[src/rtl/pal_pkg.sv]
// pal_pkg -- shared definitions for the registered PAL array.
//   Bitstream geometry (length and plane base offsets), per-field bit-index
//   helpers, and the configuration FSM state encoding.
package pal_pkg;

  typedef enum logic [1:0] {
    PAL_IDLE   = 2'd0,
    PAL_SHIFT  = 2'd1,
    PAL_COMMIT = 2'd2
  } pal_state_e;

  // Total bitstream length: AND plane + OR plane + two macrocell bits/output.
  function automatic int pal_cfg_len(input int ni, input int nt, input int no);
    return 2*ni*nt + nt*no + 2*no;
  endfunction

  function automatic int pal_or_base(input int ni, input int nt);
    return 2*ni*nt;
  endfunction

  function automatic int pal_mc_base(input int ni, input int nt, input int no);
    return pal_or_base(ni, nt) + nt*no;
  endfunction

  // neg=0 selects the true literal, neg=1 the complemented literal.
  function automatic int pal_and_idx(input int ni, input int t, input int i, input int neg);
    return 2*(t*ni + i) + neg;
  endfunction

  function automatic int pal_or_idx(input int ni, input int nt, input int o, input int t);
    return pal_or_base(ni, nt) + o*nt + t;
  endfunction

  function automatic int pal_regsel_idx(input int ni, input int nt, input int no, input int o);
    return pal_mc_base(ni, nt, no) + 2*o;
  endfunction

  function automatic int pal_inv_idx(input int ni, input int nt, input int no, input int o);
    return pal_mc_base(ni, nt, no) + 2*o + 1;
  endfunction

endpackage

[src/rtl/pal_macrocell.sv]
// pal_macrocell -- one output macrocell: optional register stage and
// registered/combinational output select.
//   clk, rst_n : clock, async active-low reset
//   s          : sum-of-products (already inverted as configured)
//   reg_sel    : 1 = drive registered q, 0 = drive s directly
//   run        : register update enable
//   clear      : synchronous clear of q (takes priority over run)
//   out        : macrocell output
module pal_macrocell (
  input  logic clk,
  input  logic rst_n,
  input  logic s,
  input  logic reg_sel,
  input  logic run,
  input  logic clear,
  output logic out
);

  logic q;

  always_ff @(posedge clk or negedge rst_n) begin
    if (!rst_n)     q <= 1'b0;
    else if (clear) q <= 1'b0;
    else if (run)   q <= s;
  end

  assign out = reg_sel ? q : s;

endmodule

[src/rtl/pal_reg_array.sv]
// pal_reg_array -- programmable AND/OR array with a serially loaded,
// double-buffered configuration and per-output macrocells.
//   clk, rst_n  : clock, async active-low reset
//   cfg_valid   : accept cfg_bit on this edge
//   cfg_bit     : serial configuration bit (first bit ends up at index 0)
//   cfg_clear   : abort a load in progress (shadow contents kept)
//   run         : enables macrocell register updates
//   pal_in      : logic inputs
//   pal_out     : logic outputs (0 until a configuration is committed)
//   cfg_done    : one-cycle pulse in the cycle after the final bit is taken
//   cfg_loaded  : an active configuration exists
//   cfg_bit_out : readback bit (shadow[0] as it is shifted out)
// Build option: define PAL_READBACK_EN to build the readback flop; without it
// cfg_bit_out is tied low.
module pal_reg_array
  import pal_pkg::*;
#(
  parameter int NUM_INPUTS  = 8,
  parameter int NUM_TERMS   = 8,
  parameter int NUM_OUTPUTS = 8
) (
  input  logic                   clk,
  input  logic                   rst_n,
  input  logic                   cfg_valid,
  input  logic                   cfg_bit,
  input  logic                   cfg_clear,
  input  logic                   run,
  input  logic [NUM_INPUTS-1:0]  pal_in,
  output logic [NUM_OUTPUTS-1:0] pal_out,
  output logic                   cfg_done,
  output logic                   cfg_loaded,
  output logic                   cfg_bit_out
);

  localparam int L  = pal_cfg_len(NUM_INPUTS, NUM_TERMS, NUM_OUTPUTS);
  localparam int CW = $clog2(L + 1);
  localparam logic [CW-1:0] LAST = CW'(L - 1);

  localparam logic [1:0] ST_IDLE   = PAL_IDLE;
  localparam logic [1:0] ST_SHIFT  = PAL_SHIFT;
  localparam logic [1:0] ST_COMMIT = PAL_COMMIT;

  logic [1:0]    state;
  logic [CW-1:0] count;
  logic [L-1:0]  shadow, active, shadow_nxt;
  logic          accept, commit;

  assign shadow_nxt = {cfg_bit, shadow[L-1:1]};
  // COMMIT ignores both cfg_valid and cfg_clear.
  assign accept = cfg_valid && !cfg_clear && (state != ST_COMMIT);
  // Edge that takes the final bit: active and macrocells update here so the
  // new function is visible in the same cycle cfg_done is high.
  assign commit = accept && (state == ST_SHIFT) && (count == LAST);

  always_ff @(posedge clk or negedge rst_n) begin
    if (!rst_n) begin
      state      <= ST_IDLE;
      count      <= '0;
      shadow     <= '0;
      active     <= '0;
      cfg_done   <= 1'b0;
      cfg_loaded <= 1'b0;
    end else begin
      cfg_done <= 1'b0;
      case (state)
        ST_IDLE: begin
          if (cfg_clear) count <= '0;
          else if (accept) begin
            shadow <= shadow_nxt;
            count  <= CW'(1);
            state  <= ST_SHIFT;
          end
        end
        ST_SHIFT: begin
          if (cfg_clear) begin
            count <= '0;
            state <= ST_IDLE;
          end else if (accept) begin
            shadow <= shadow_nxt;
            if (commit) begin
              count      <= '0;
              active     <= shadow_nxt;
              cfg_done   <= 1'b1;
              cfg_loaded <= 1'b1;
              state      <= ST_COMMIT;
            end else begin
              count <= count + 1'b1;
            end
          end
        end
        ST_COMMIT: state <= ST_IDLE;
        default:   state <= ST_IDLE;
      endcase
    end
  end

  // AND plane
  logic [NUM_TERMS-1:0] term;
  for (genvar t = 0; t < NUM_TERMS; t++) begin : g_term
    logic [NUM_INPUTS-1:0] en_t, en_c;
    for (genvar i = 0; i < NUM_INPUTS; i++) begin : g_lit
      assign en_t[i] = active[pal_and_idx(NUM_INPUTS, t, i, 0)];
      assign en_c[i] = active[pal_and_idx(NUM_INPUTS, t, i, 1)];
    end
    // Empty term must read 0, not the vacuous AND of nothing.
    assign term[t] = (|(en_t | en_c)) & ~|(en_t & ~pal_in) & ~|(en_c & pal_in);
  end

  // OR plane + macrocells
  logic [NUM_OUTPUTS-1:0] s, mc_out;
  for (genvar o = 0; o < NUM_OUTPUTS; o++) begin : g_out
    logic [NUM_TERMS-1:0] conn;
    for (genvar t = 0; t < NUM_TERMS; t++) begin : g_conn
      assign conn[t] = active[pal_or_idx(NUM_INPUTS, NUM_TERMS, o, t)];
    end
    assign s[o] = (|(term & conn)) ^ active[pal_inv_idx(NUM_INPUTS, NUM_TERMS, NUM_OUTPUTS, o)];

    pal_macrocell u_mc (
      .clk     (clk),
      .rst_n   (rst_n),
      .s       (s[o]),
      .reg_sel (active[pal_regsel_idx(NUM_INPUTS, NUM_TERMS, NUM_OUTPUTS, o)]),
      .run     (run & cfg_loaded),
      .clear   (commit),
      .out     (mc_out[o])
    );
  end

  assign pal_out = cfg_loaded ? mc_out : '0;

`ifdef PAL_READBACK_EN
  logic rb_q;
  always_ff @(posedge clk or negedge rst_n) begin
    if (!rst_n)      rb_q <= 1'b0;
    else if (accept) rb_q <= shadow[0];
  end
  assign cfg_bit_out = rb_q;
`else
  logic unused_shadow_lsb;
  assign unused_shadow_lsb = shadow[0];
  assign cfg_bit_out = 1'b0;
`endif

endmodule
[config.mk]
export PLATFORM = sky130hd
export DESIGN_NAME = pal_reg_array
export DESIGN_NICKNAME = d
export VERILOG_FILES = /design/src/rtl/pal_pkg.sv /design/src/rtl/pal_macrocell.sv /design/src/rtl/pal_reg_array.sv
export SDC_FILE = /design/constraint.sdc
export NUM_CORES = 1
export LEC_CHECK = 0
export CAP_MARGIN = 20
export CORE_MARGIN = 2
export CORE_UTILIZATION = 40
export DETAILED_ROUTE_END_ITERATION = 10
export SYNTH_ARGS = -nofsm -noshare
export SYNTH_HDL_FRONTEND = slang
export SYNTH_SLANG_ARGS = --single-unit
[constraint.sdc]
create_clock -name clk -period 2.95 [get_ports clk]
set_input_delay 0.59 -clock clk [delete_from_list [all_inputs] [get_ports clk]]
set_output_delay 0.59 -clock clk [all_outputs]
set_load 0.02 [all_outputs]
==> run_results.csv, run 1 <==
group,metric,value,unit
status,status,"complete, but fails checks",
status,violations,"negative setup slack",
synth,syn_area_per_cell,8.77,um2
drt,routed_wl,44600,um
drt,first_pass_iters,5,
drt,drt-initial-drc-count,1085,
global_route,grt_use_total,0.192,
clock_tree,cts_tree,"built",
cells_and_area,nNetsFinal,2203,
drt,drt-wirelength-per-cell,15.8,um
drt,ant_nets,0,
synth,synthCells,2088,
global_route,antenna_found_initial,0,
setup_path,worstPathArrival,2800,ps
timing,setup_viol,8,
timing,drv_slew,0,
die,core_area,45300,um2
global_route,grt_pass1_vias,14100,
timing,tightest_slew,1090,ps
synth,ys.warnings.count,0,
cells_and_area,multi_input_area,7210,um2
cells_and_area,final_util,0.489,
die,die_w,218,um
synth,yosys.area.top_type,"dfrtp_1",
timing,finClkSkew,14.1,ps
timing,hold_violations,0,
drt,via_count,14200,
clock_tree,worstSkewPairLatency,550,ps
timing,slew_headroom,0.273,
synth,yosysMostFrequentCell,"nand2_1",
pwr,ir_worst_vdd,0.443,mV
setup_path,critPathLaunchType,"input port",
timing,rsz0062_at_grt,"true",
place,dp_hpwl,28100,um
timing,worst_slack,-443,ps
pwr,p_leak,12.3,nW
timing,fin_tns_setup,-3290,ps
clock_tree,root_buffer,"clkbuf_16",
die,fp.dieArea,47500,um2
synth,ys_ff_latch,435,
place,port_buffers,23,
setup_path,crit_type,"in -> out",
cells_and_area,fin_cells,2822,
place,place_inst,2729,
setup_path,crit_path_end_kind,"output pin",
global_route,grt_pass1_wl,74100,um
die,start_util,0.404,
timing,holdWs,478,ps
pwr,cellPowerDensity,564,nW/um2
synth,synth_cell_types,38,
cells_and_area,drive_gt1_frac,0.128,
die,die_h,218,um
synth,ys_async_sr_fraction,1.00,
drt,via_per_inst,5.02,
cells_and_area,fillerInstances,4237,
clock_tree,cts_made_buffers,46,
cells_and_area,area_delta_synth_final,20.9,%
cells_and_area,register_area,10900,um2
place,place_congestion,0.836,
pwr,power,12.5,mW
clock_tree,cts.clk_slew.worst_paths,60,ps
synth,syn_area,18300,um2
setup_path,path_max_fanout,8,
cells_and_area,n_antenna_cell,0,
drt,drc,0,
die,row_count,78,
setup_path,required,2360,ps
setup_path,rrSetupSlack,510,ps
clock_tree,cts_max_path_buffers,3,
synth,synthFlopType,"dfrtp_1",
clock_tree,htree_num_levels,2,
die,ioPinCount,25,
timing,post-route-period-util,1.15,
synth,ys_seq_area_frac,0.595,
synth,synth_common_cells,"nand2_1, dfrtp_1, clkbuf_1",
synth,syn-num-nets,2103,
worst_hold_path,holdCritPathClass,"reg -> reg",
global_route,overflow,0,
job,cap_violations,0,
synth,synth_top_area_frac,0.595,
clock_tree,clkSinkCount,435,
synth,synthTopCellsByArea,"dfrtp_1, nand2_1, mux2i_1",
timing,fmax,0.295,GHz
global_route,grt_max_degree,208,
timing,period_needed,3390,ps
synth,synth_edf_count,0,
==> metrics by stage <==
step,instance area [um2],worst slack [ps]
final,22100,-443
after global routing,22100,-562
after CTS,22000,-458
after detailed placement,20200,-1230
after global placement,20200,-1150
after floorplan,18300,41.3
==> critical path: stages <==
cell and delay (ps):
dlygate4sd2_1 240, buf_12 160, mux2i_1 230, and4_1 250
and3_4 240, buf_4 120, a22oi_1 70, and4_4 190
or4b_4 480, nand3_2 80, buf_6 120
==> cells by family (layout without fill, tap and decap cells) <==
family,Yosys count,count (layout),share of synthesized area
other,1,1,0.000205
buffers and inverters,117,251,0.0290
AND/OR/NAND/NOR,1426,1426,0.321
adder cells (fa/ha/maj),1,1,0.000683
multiplexers,68,68,0.0372
XOR/XNOR,6,6,0.00287
AO/OA/AOI/OAI,34,34,0.0148
flip-flops,435,435,0.595
==> sequential cells by signal, indices dropped and copies added (netlist names) <==
name,cells
count,8
cfg_loaded,1
shadow,207
g_out.u_mc.q,8
state,2
cfg_done,1
active,208
==> final timing paths <==
kind | start | to | depth (start not counted)
setup / recovery | pal_in[6] | pal_out[0] | 11
hold / removal | active[156] | active[156] | 2
setup reg to reg | active[32] | g_out[6].u_mc.q | 10
min in group asynchronous | rst_n | count[6] | 2
max in group asynchronous | rst_n | shadow[123] | 3
hold reg to reg | active[156] | active[156] | 2
==> cell usage in the layout, fill, tap and decap left out, drive strengths merged, types with 2 or more instances in the layout <==
cell              n
or3               7
clkinv            9
nor4bb            6
nand4            29
a22oi            12
nor4             38
inv               6
xnor2             2
dfrtp           435
xor2              4
or4b              6
nor2             14
mux2i            68
clkbuf           67
a22o             11
and4             19
dlygate4sd2       7
nor3              9
nand4b            6
nand2          1249
o2111ai           3
nor3b             4
and3             15
o21ai             6
clkdlybuf4s50     6
bufinv            5
nand3            21
buf             148
==> final cells by class <==
class	instances	share of cell area
Multi-Input combinational cell	1536	0.325
Inverter	6	0.00124
Clock inverter	15	0.00916
Sequential cell	435	0.492
Clock buffer	67	0.0621
Timing Repair Buffer	163	0.0764
Tap cell	600	0.0339
==> power breakdown <==
group	switching [mW]	internal [mW]	total [mW]
sequential	0.0440	6.02	6.06
clock	2.36	3.66	6.02
combinational	0.298	0.114	0.412
==> per-layer routing <==
metal,global-route usage,vias up,wire length (um)
met3,0.0254,81,1520
met2,0.318,241,21400
met4,0.0587,0,1150
li1,-,6858,-
met1,0.262,6987,20500
met5,0,-,0
==> timing repair <==
action                     in CTS  in global routing
hold endpoints to repair       41                  0
pin swaps                      38                 34
gates resized for setup        95                 31
buffers inserted                8                  5
setup endpoints to repair       8                  8
hold buffers                    1                  0
Power figures use the tool's default switching activity.
==> run 2, diff against run 1 <==
Settings changed: CAP_MARGIN 20 to 40.
==> results of run 2 <==
No change in the layout: final DEF, timing and power equal those of run 1.
